### src/rtl/seg_digit_counter.sv
// Pushbutton-driven decimal counter: synchronizer, debouncer, hold/auto-repeat FSM
// and a registered active-low seven-segment decoder.
module seg_digit_counter #(
  parameter int DEBOUNCE_CYCLES = 50000,
  parameter int HOLD_CYCLES     = 25000000,
  parameter int REPEAT_CYCLES   = 10000000
) (
  input  logic       clk,
  input  logic       rst,
  input  logic       button,
  output logic [3:0] digit,
  output logic [7:0] seg,
  output logic       seg_valid
);

  localparam int SYNC_STAGES = 2;
  localparam int DB_W        = $clog2(DEBOUNCE_CYCLES + 1);
  localparam int TMR_MAX     = (HOLD_CYCLES > REPEAT_CYCLES) ? HOLD_CYCLES : REPEAT_CYCLES;
  localparam int TMR_W       = $clog2(TMR_MAX + 1);

  localparam logic [DB_W-1:0]  DB_LAST     = DB_W'(DEBOUNCE_CYCLES - 1);
  localparam logic [TMR_W-1:0] HOLD_LAST   = TMR_W'(HOLD_CYCLES - 1);
  localparam logic [TMR_W-1:0] REPEAT_LAST = TMR_W'(REPEAT_CYCLES - 1);

  typedef enum logic [1:0] {
    IDLE,
    HOLD,
    REPEAT
  } state_t;

  logic [SYNC_STAGES-1:0] sync_reg;
  wire  [SYNC_STAGES-1:0] sync_next;
  logic                   sync_level;

  logic                   db_level_reg;
  logic [DB_W-1:0]        db_cnt_reg;
  logic                   pressed_reg;

  state_t                 state_reg, state_next;
  logic [TMR_W-1:0]       timer_reg, timer_next;
  logic                   inc;

  logic [3:0]             digit_reg, digit_next;
  logic [7:0]             seg_reg;
  logic                   seg_valid_reg;

  function automatic logic [7:0] seg_lut(input logic [3:0] d);
    case (d)
      4'd0:    seg_lut = 8'hC0;
      4'd1:    seg_lut = 8'hF9;
      4'd2:    seg_lut = 8'hA4;
      4'd3:    seg_lut = 8'hB0;
      4'd4:    seg_lut = 8'h99;
      4'd5:    seg_lut = 8'h92;
      4'd6:    seg_lut = 8'h82;
      4'd7:    seg_lut = 8'hF8;
      4'd8:    seg_lut = 8'h80;
      4'd9:    seg_lut = 8'h90;
      default: seg_lut = 8'hFF;
    endcase
  endfunction

  genvar gi;
  generate
    for (gi = 0; gi < SYNC_STAGES; gi++) begin : g_sync
      if (gi == 0) begin : g_first
        assign sync_next[gi] = button;
      end else begin : g_rest
        assign sync_next[gi] = sync_reg[gi-1];
      end
    end
  endgenerate

  assign sync_level = sync_reg[SYNC_STAGES-1];

  // Synchronizer idles at 1 (released) so reset never looks like a press.
  always_ff @(posedge clk) begin
    if (rst) begin
      sync_reg <= '1;
    end else begin
      sync_reg <= sync_next;
    end
  end

  always_ff @(posedge clk) begin
    if (rst) begin
      db_level_reg <= 1'b1;
      db_cnt_reg   <= '0;
      pressed_reg  <= 1'b0;
    end else begin
      pressed_reg <= ~db_level_reg;
      if (sync_level != db_level_reg) begin
        if (db_cnt_reg == DB_LAST) begin
          db_level_reg <= ~db_level_reg;
          db_cnt_reg   <= '0;
        end else begin
          db_cnt_reg <= db_cnt_reg + DB_W'(1);
        end
      end else begin
        db_cnt_reg <= '0;
      end
    end
  end

  always_ff @(posedge clk) begin
    if (rst) begin
      state_reg <= IDLE;
      timer_reg <= '0;
    end else begin
      state_reg <= state_next;
      timer_reg <= timer_next;
    end
  end

  // Release is tested before expiry so a coincident release suppresses the increment.
  always_comb begin
    state_next = state_reg;
    timer_next = timer_reg;
    inc        = 1'b0;
    case (state_reg)
      IDLE: begin
        timer_next = '0;
        if (pressed_reg) begin
          inc        = 1'b1;
          state_next = HOLD;
        end
      end
      HOLD: begin
        if (!pressed_reg) begin
          state_next = IDLE;
          timer_next = '0;
        end else if (timer_reg == HOLD_LAST) begin
          inc        = 1'b1;
          state_next = REPEAT;
          timer_next = '0;
        end else begin
          timer_next = timer_reg + TMR_W'(1);
        end
      end
      REPEAT: begin
        if (!pressed_reg) begin
          state_next = IDLE;
          timer_next = '0;
        end else if (timer_reg == REPEAT_LAST) begin
          inc        = 1'b1;
          timer_next = '0;
        end else begin
          timer_next = timer_reg + TMR_W'(1);
        end
      end
      default: begin
        state_next = IDLE;
        timer_next = '0;
      end
    endcase
  end

  always_comb begin
    digit_next = digit_reg;
    if (inc) begin
      digit_next = (digit_reg == 4'd9) ? 4'd0 : digit_reg + 4'd1;
    end
  end

  // seg is decoded from digit_next so both outputs change on the same edge.
  always_ff @(posedge clk) begin
    if (rst) begin
      digit_reg     <= 4'd0;
      seg_reg       <= 8'hC0;
      seg_valid_reg <= 1'b0;
    end else begin
      digit_reg     <= digit_next;
      seg_reg       <= seg_lut(digit_next);
      seg_valid_reg <= inc;
    end
  end

  assign digit     = digit_reg;
  assign seg       = seg_reg;
  assign seg_valid = seg_valid_reg;

endmodule

### config.mk
export PLATFORM = sky130hd
export DESIGN_NAME = seg_digit_counter
export DESIGN_NICKNAME = d
export VERILOG_FILES = /design/src/rtl/seg_digit_counter.sv
export SDC_FILE = /design/constraint.sdc
export NUM_CORES = 1
export LEC_CHECK = 0
export CAP_MARGIN = 40
export CORE_MARGIN = 3
export CORE_UTILIZATION = 43
export DETAILED_ROUTE_END_ITERATION = 6
export GPL_ROUTABILITY_DRIVEN = 0
export HOLD_SLACK_MARGIN = 0.03
export PLACE_DENSITY_LB_ADDON = 0.2
export SKIP_CTS_REPAIR_TIMING = 1
export SYNTH_ARGS = -nofsm -noshare
export SYNTH_HDL_FRONTEND = slang
export SYNTH_SLANG_ARGS = --single-unit
### constraint.sdc
create_clock -name clk -period 3.5 [get_ports clk]
set_clock_uncertainty 0.15 [all_clocks]
set_input_delay 0.7 -clock clk [delete_from_list [all_inputs] [get_ports clk]]
set_output_delay 0.7 -clock clk [all_outputs]
set_load 0.005 [all_outputs]
==> impl_metrics.yaml, run 1 <==
sta:
  drv_slew: 0
  setup_viol: 0
  fin_crit_ps: 3110
  max_freq_mhz: 321
  holdWs_ps: 264
  tightest_slew_ps: 523
  rsz0062_at_grt: "false"
  timing_hold_violations_final: 0
  period_share_pct: 88.9
  finalSetupTns_ps: 0
  slew_headroom_pct: 64.8
synthesis:
  synth.area.top_cells: "dfxtp_1 40%, nor2_1 7.3%, xor2_1 6.9%, ha_1 4.7%, nand3_1 3.6%"
  synthArstFlopShare_pct: 0
  synth_top_family_by_area: "simple AND/OR/NAND/NOR gates"
  synth_cell_types: 60
  synthTopCellsByCount: "59 x dfxtp_1, 57 x nor2_1, 24 x nand2_1"
  ys_seq_area_share_pct: 40.3
  syn_area_sq_um: 2930
  ys.flop_type: "dfxtp_1"
  synth_xor_area_share_pct: 11.0
  synth_top_area_cell: "dfxtp_1"
  yosysTopAreaCellShare_pct: 40.3
  synth_fa_ha_area_share_pct: 5.03
  ys_warn_count: 0
  synth_area_per_cell_sq_um: 8.86
  muxShareOfSynthArea_pct: 0.341
  synth_compound_area_share_pct: 11.3
  syn_inst: 331
  synth.most_common_cell: "dfxtp_1"
  synth_fp_nets: 345
  yosys.area_share.simple_pct: 27.4
  synth_seq_cells: 59
  synth_edf_count: 0
setup_path:
  required_ps: 3600
  worst_r2r_path_depth: 12
  end_kind: "flop"
  path_class: "reg2reg"
  crit_arrival_ps: 3210
  crit_path_max_fanout: 5
  startpoint_type: "flop"
die:
  die_y_um: 88.6
  dieWidth_um: 88.6
  rows: 29
  die-area_sq_um: 7850
  initial_core_util_pct: 45.2
  num_io_pins: 16
  core_area_sq_um: 6490
global_routing:
  grt.met2_usage_pct: 22.3
  grt_usage_pct: 16.1
  grtUsageMet3_pct: 5.49
  grt_overflow: 0
  grt_pass1_wl_um: 9780
  grt_max_degree: 23
  grt-busiest-layer: "met1"
  grt_antenna_before_repair: 0
  first_global_vias: 2080
  grtUsageMet1_pct: 22.5
flow_run:
  cap_violations: 0
cts:
  clk-insertion-delay-late_ps: 340
  cts-htree-levels: 3
  cts_root_buf: "clkbuf_8"
  cts_made_buffers: 9
  path_clk_slew_ps: 70
  cts_max_path_buffers: 2
  cts_tree: "yes"
  cts_num_sinks: 59
routing:
  first_pass_iters: 4
  num_vias: 2296
  wire_per_inst_um: 13.0
  drtIter0Drc: 117
  totalWireLength_um: 5590
  drc_errors: 0
  viasPerCell: 5.33
  drt.antenna.violating_nets: 0
run_status:
  status: "finished, final reports clean"
layout:
  antenna_cells: 0
  nets: 363
  fill_cells: 606
  drive_gt1_share_pct: 11.6
  syn_to_final_growth_pct: 13.1
  largest_register_ffs: 25
placement:
  hpwl_um: 3940
  io_buffer_count: 14
min_path:
  whs_path_depth: 1
  hold_class: "reg2reg"
power:
  p_per_area_nw_per_um2: 391
  leakage_nw: 1.18
  vdd_drop_max_mv: 0.212
[cell type report]
cell class	instances	area [sq um]	share of cell area, %
sequential	59	1180	35.6
clock inverter	5	52.6	1.58
clock buffer	11	141	4.26
timing repair buffer	17	170	5.13
inverter	14	53.8	1.62
tap	77	96.3	2.91
multi-input combinational	248	1620	48.9
[cells by family (layout without fill, tap and decap cells)]
group	Yosys count	count (layout)
AO/OA/AOI/OAI	43	43
XOR/XNOR	36	36
adder cells (fa/ha/maj)	12	12
buffers and inverters	24	47
flip-flops	59	59
multiplexers	1	1
other	1	1
AND/OR/NAND/NOR	155	155
[final timing paths]
kind | end | startpoint | slack, ps
min reg2reg | sync_reg[1] | sync_reg[0] | 260
max | seg[4] | timer_reg[0] | 390
min | sync_reg[1] | sync_reg[0] | 260
max reg2reg | seg[4] | timer_reg[0] | 390
[per-layer routing]
layer  share of wire, %  up-vias
met2                 42       38
li1                   -     1191
met3                3.8       12
met1                 52     1055
met5                  0        -
met4                2.0        0
[critical path, stage by stage (launching register included)]
cell	delay, ps
dfxtp_1	320
ha_1	220
nand3_1	210
nor2_1	160
a32o_2	300
a21o_2	230
and3_1	170
a21oi_1	320
inv_1	120
ha_1	230
a211oi_1	270
a221oi_2	70
a221oi_2	250
[cells in the final DEF, fill, tap and decap left out, drive strengths merged, types with 5 or more instances in the layout]
cell type	count
a211oi	7
a21oi	11
and3	13
clkbuf	11
clkdlybuf4s50	14
clkinv	5
dfxtp	59
ha	11
inv	12
nand2	25
nand3	21
nand4	5
nor2	58
nor4	6
o21ai	9
xnor2	13
xor2	23
[per-stage QoR]
stage	instances	total power (W)	util, %	area, sq um	setup WS [ps]
3_3_place_gp	414	0.000700	47.8	3110	408
2_1_floorplan	331	0.000699	-	2930	620
4_1_cts	431	0.00132	51.0	3320	358
3_5_place_dp	415	0.000700	48.1	3120	374
5_1_grt	431	0.00135	51.0	3320	191
6_report	431	0.00130	51.0	3320	389
[where the power goes]
group / internal (W) / switching [W] / total, W
combinational: 0.00000502 / 0.00000676 / 0.0000118
sequential: 0.000673 / 0.000000905 / 0.000674
clock: 0.000344 / 0.000268 / 0.000612
Note: power is estimated with default switching activity, not from simulation.
==> inputs of run 2 (changes only) <==
CELL_PAD_IN_SITES_DETAIL_PLACEMENT = 1   (was unset)
CELL_PAD_IN_SITES_GLOBAL_PLACEMENT = 1   (was unset)
DONT_BUFFER_PORTS = 1   (was unset)
SLEW_MARGIN = 15   (was unset)
==> run 2 against run 1 <==
  * Via count increased by 0.44%
  * Non-clock buffer count decreased by 15
  * Largest power group unchanged
  * Die area unchanged
==> impl_metrics.yaml, run 2 (synthesis results as in run 1) <==
run_status:
  status: "finished, final reports clean"
routing:
  drc_errors: 0
  drt.antenna.violating_nets: 0
  wire_per_inst_um: 15.8
  first_pass_iters: 4
  drtIter0Drc: 121
  totalWireLength_um: 6570
  num_vias: 2306
  viasPerCell: 5.54
setup_path:
  critPathSlowestCell: "dfxtp_1"
  r2r_end: "seg[4]"
  path_class: "reg2reg"
  startpoint: "timer_reg[0]"
  cp_num_buf_inv: 1
  reg2reg_slack_ps: 360
  required_ps: 3600
  rr_startpoint: "timer_reg[0]"
  crit_cells: 12
  worst_r2r_path_depth: 12
  cpPeakStageDelay_ps: 320
  crit_family: "compound AO/OA/AOI/OAI gates"
  startpoint_type: "flop"
  crit_arrival_ps: 3250
  crit_end: "seg[4]"
  crit_path_max_fanout: 5
  end_kind: "flop"
  cp_cell_sequence: "ha_1 -> nand3_1 -> nor2_1 -> a32o_2 -> a21o_2 -> and3_1 -> a21oi_1 -> inv_1 -> ha_1 -> a211oi_1 -> a221oi_2 -> a221oi_2"
layout:
  largest_register_ffs: 25
  nets: 348
  antenna_cells: 0
  layout_commonest_cell: "dfxtp_1"
  final_util_pct: 48.6
  multiInputGateArea_sq_um: 1620
  syn_to_final_growth_pct: 7.68
  mostFrequentLayoutCells: "59 x dfxtp_1, 57 x nor2_1, 24 x nand2_1"
  drive_gt1_share_pct: 12.1
  seqCellArea_sq_um: 1180
  fill_cells: 777
die:
  num_io_pins: 16
  rows: 29
  initial_core_util_pct: 45.2
  dieWidth_um: 88.6
  core_area_sq_um: 6490
  die_y_um: 88.6
  die-area_sq_um: 7850
global_routing:
  grt_overflow: 0
  first_global_vias: 2374
  grt_pass1_wl_um: 11300
  grt_max_degree: 19
  grt_usage_pct: 18.6
  grt_antenna_before_repair: 0
cts:
  clk-insertion-delay-late_ps: 340
  cts-htree-levels: 3
  cts_made_buffers: 9
  cts_root_buf: "clkbuf_8"
  cts_max_path_buffers: 2
  cts_tree: "yes"
  cts_num_sinks: 59
  path_clk_slew_ps: 70
sta:
  period_share_pct: 89.8
  setup_viol: 0
  drv_slew: 0
  max_freq_mhz: 318
  timing_hold_violations_final: 0
  fin_crit_ps: 3140
  slew_headroom_pct: 65.3
  rsz0062_at_grt: "false"
  holdWs_ps: 274
  finalSetupTns_ps: 0
  tightest_slew_ps: 516
power:
  vdd_drop_max_mv: 0.421
  leakage_nw: 1.11
  p_per_area_nw_per_um2: 397
  p_total_w: 0.00125
placement:
  hpwl_um: 4810
  io_buffer_count: 0
min_path:
  whs_path_depth: 1
  hold_class: "in2reg"
flow_run:
  cap_violations: 0
run 2: cell count changes in the layout (fill, tap and decap cells not counted):
cell,before,now
bufinv_16,1,0
clkdlybuf4s50_1,14,0
clkinvlp_4,1,3
buf_8,1,0
clkbuf_1,1,0
clkbuf_8,10,11
inv_6,0,1
clkinv_2,4,2
buf_4,2,1
buf_6,0,1
run 2: worst min-delay path by stage:
stage | start | to
after CTS | rst | seg[4]
after global placement | sync_reg[0] | sync_reg[1]
after floorplan | sync_reg[0] | sync_reg[1]
after global routing | rst | pressed_reg
after detailed placement | sync_reg[0] | sync_reg[1]
final | rst | seg[4]
run 2: layout make-up:
class                      instances  area share [%]
tap                               77            3.05
clock inverter                     5            1.15
clock buffer                      11            4.79
inverter                          14            1.70
timing repair buffer               2           0.594
sequential                        59            37.4
multi-input combinational        248            51.3
run 2: metrics by stage:
step	area [sq um]	setup slack (ps)	cells
final	3160	357	416
after global routing	3160	53.8	416
after CTS	3160	314	416
after detailed placement	2970	340	400
after global placement	2960	431	399
after floorplan	2930	620	331
run 2: per-layer routing:
| metal | wire length (um) | up-vias | global-route usage [%] | part of all wire [%] |
|---|---|---|---|---|
| li1 | - | 1149 | - | - |
| met1 | 3070 | 1103 | 23.4 | 47 |
| met2 | 3070 | 35 | 29.4 | 47 |
| met3 | 243 | 19 | 5.96 | 3.7 |
| met4 | 181 | 0 | 7.97 | 2.8 |
| met5 | 0 | - | 0 | 0 |
run 2: where the power goes:
| part | switching (W) | leakage (nW) | internal [W] |
|---|---|---|---|
| Sequential | 0.00000110 | 0.476 | 0.000672 |
| Combinational | 0.00000309 | 0.549 | 0.00000246 |
| Clock | 0.000277 | 0.0880 | 0.000296 |
==> inputs of run 3 (changes only) <==
CAP_MARGIN = unset   (was 40)
==> run 3 against run 2 <==
  * Setup slack worse by 45 ps
  * Fmax is 1.4% lower
  * Die area did not move
  * Final area up 1.4%
  * First-iteration DRC count rose by 5.8%
  * Largest cell class unchanged
  * Global-route usage increased by 0.12 points
  * Sequential share of layout area down 0.51 points
  * Register-to-register slack worse by 50 ps
  * Total power is 15% higher
  * Sequential cell count is the same
  * Highest routed layer unchanged
  * Worst hold slack improved by 4.7 ps
  * Wire length rose by 2.5%
==> impl_metrics.yaml, run 3 (synthesis results as in run 1) <==
global_routing:
  grt_antenna_before_repair: 0
  grt_usage_pct: 18.7
  first_global_vias: 2303
  grt_overflow: 0
  grt_max_degree: 26
  grt_pass1_wl_um: 11300
flow_run:
  cap_violations: 0
sta:
  fin_crit_ps: 3190
  postLayoutSetupSlackWorst_ps: 311
  max_freq_mhz: 314
  rsz0062_at_grt: "false"
  period_share_pct: 91.1
  holdWs_ps: 279
  slew_headroom_pct: 42.8
  tightest_slew_ps: 858
  setup_viol: 0
  drv_slew: 0
  finalSetupTns_ps: 0
  timing_hold_violations_final: 0
die:
  die_y_um: 88.6
  rows: 29
  core_area_sq_um: 6490
  die-area_sq_um: 7850
  dieWidth_um: 88.6
  initial_core_util_pct: 45.2
  num_io_pins: 16
power:
  seq_power_share_pct: 46.6
  leakage_nw: 1.14
  vdd_drop_max_mv: 0.194
  internal_power_w: 0.00117
  p_clk_share_pct: 53.0
  comb_power_share_pct: 0.4
  p_per_area_nw_per_um2: 452
  swShare_pct: 19.2
  netSwitchingPower_w: 0.000278
routing:
  first_pass_iters: 4
  num_vias: 2318
  drtIter0Drc: 128
  drc_errors: 0
  drt.antenna.violating_nets: 0
  totalWireLength_um: 6730
  wire_per_inst_um: 16.2
  viasPerCell: 5.59
cts:
  cts_made_buffers: 9
  path_clk_slew_ps: 70
  cts_root_buf: "clkbuf_8"
  cts_tree: "yes"
  cts_max_path_buffers: 2
  clk-insertion-delay-late_ps: 330
  cts-htree-levels: 3
  cts_num_sinks: 59
run_status:
  status: "finished, final reports clean"
layout:
  largest_register_ffs: 25
  syn_to_final_growth_pct: 9.17
  fill_cells: 775
  final_cells: 415
  layout_commonest_cell: "dfxtp_1"
  mostFrequentLayoutCells: "59 x dfxtp_1, 57 x nor2_1, 24 x nand2_1"
  nets: 347
  drive_gt1_share_pct: 11.2
  antenna_cells: 0
  multiInputGateArea_sq_um: 1620
  seqCellArea_sq_um: 1180
setup_path:
  crit_family: "compound AO/OA/AOI/OAI gates"
  end_kind: "flop"
  cp_cell_sequence: "ha_1 -> nand3_1 -> nor2_1 -> a32o_2 -> a21o_2 -> and3_1 -> a21oi_1 -> inv_1 -> ha_1 -> a211oi_1 -> a221oi_2 -> a221oi_2"
  startpoint_type: "flop"
  path_class: "reg2reg"
  crit_arrival_ps: 3280
  critPathSlowestCell: "a21oi_1"
  cp_num_buf_inv: 1
  required_ps: 3590
  crit_path_max_fanout: 5
  cpPeakStageDelay_ps: 340
placement:
  placed_cells: 399
  pre_cts_ws_ps: 346
  hpwl_um: 4710
  io_buffer_count: 0
min_path:
  hold_class: "reg2reg"
run 3: through the flow:
| stage | instance area, sq um | utilization, % | total power, W |
|---|---|---|---|
| after global placement | 2960 | 45.6 | 0.000694 |
| after global routing | 3200 | 49.3 | 0.00149 |
| final | 3200 | 49.3 | 0.00145 |
| after detailed placement | 2960 | 45.6 | 0.000695 |
| after CTS | 3200 | 49.3 | 0.00146 |
| after floorplan | 2930 | - | 0.000699 |
run 3: cell type report:
type,count,area share [%]
Clock buffer,12,4.53
Clock inverter,4,3.05
Inverter,14,1.68
Multi-Input combinational cell,248,50.6
Sequential cell,59,36.9
Tap cell,77,3.01
Timing Repair Buffer,1,0.234
run 3: worst paths after layout:
check	startpoint	endpoint	slack [ps]	cells past startpoint
setup / recovery	timer_reg[0]	seg[4]	310	12
hold / removal	sync_reg[0]	sync_reg[1]	280	1
setup reg to reg	timer_reg[0]	seg[4]	310	12
hold reg to reg	sync_reg[0]	sync_reg[1]	280	1
run 3: routing by layer:
metal / track usage (%) / vias up / wire, um
met3: 5.59 / 13 / 227
met2: 28.6 / 39 / 3070
met1: 24.5 / 1114 / 3290
li1: - / 1152 / -
met4: 8.24 / 0 / 149
met5: 0 / - / 0
run 3: power groups by stage:
stage                     Clock, W  Combinational (W)  Sequential (W)
final                     0.000767         0.00000562        0.000674
after global routing      0.000814         0.00000640        0.000673
after CTS                 0.000781         0.00000582        0.000673
after detailed placement         0         0.00000572        0.000689
after global placement           0         0.00000540        0.000689
after floorplan                  0          0.0000101        0.000689
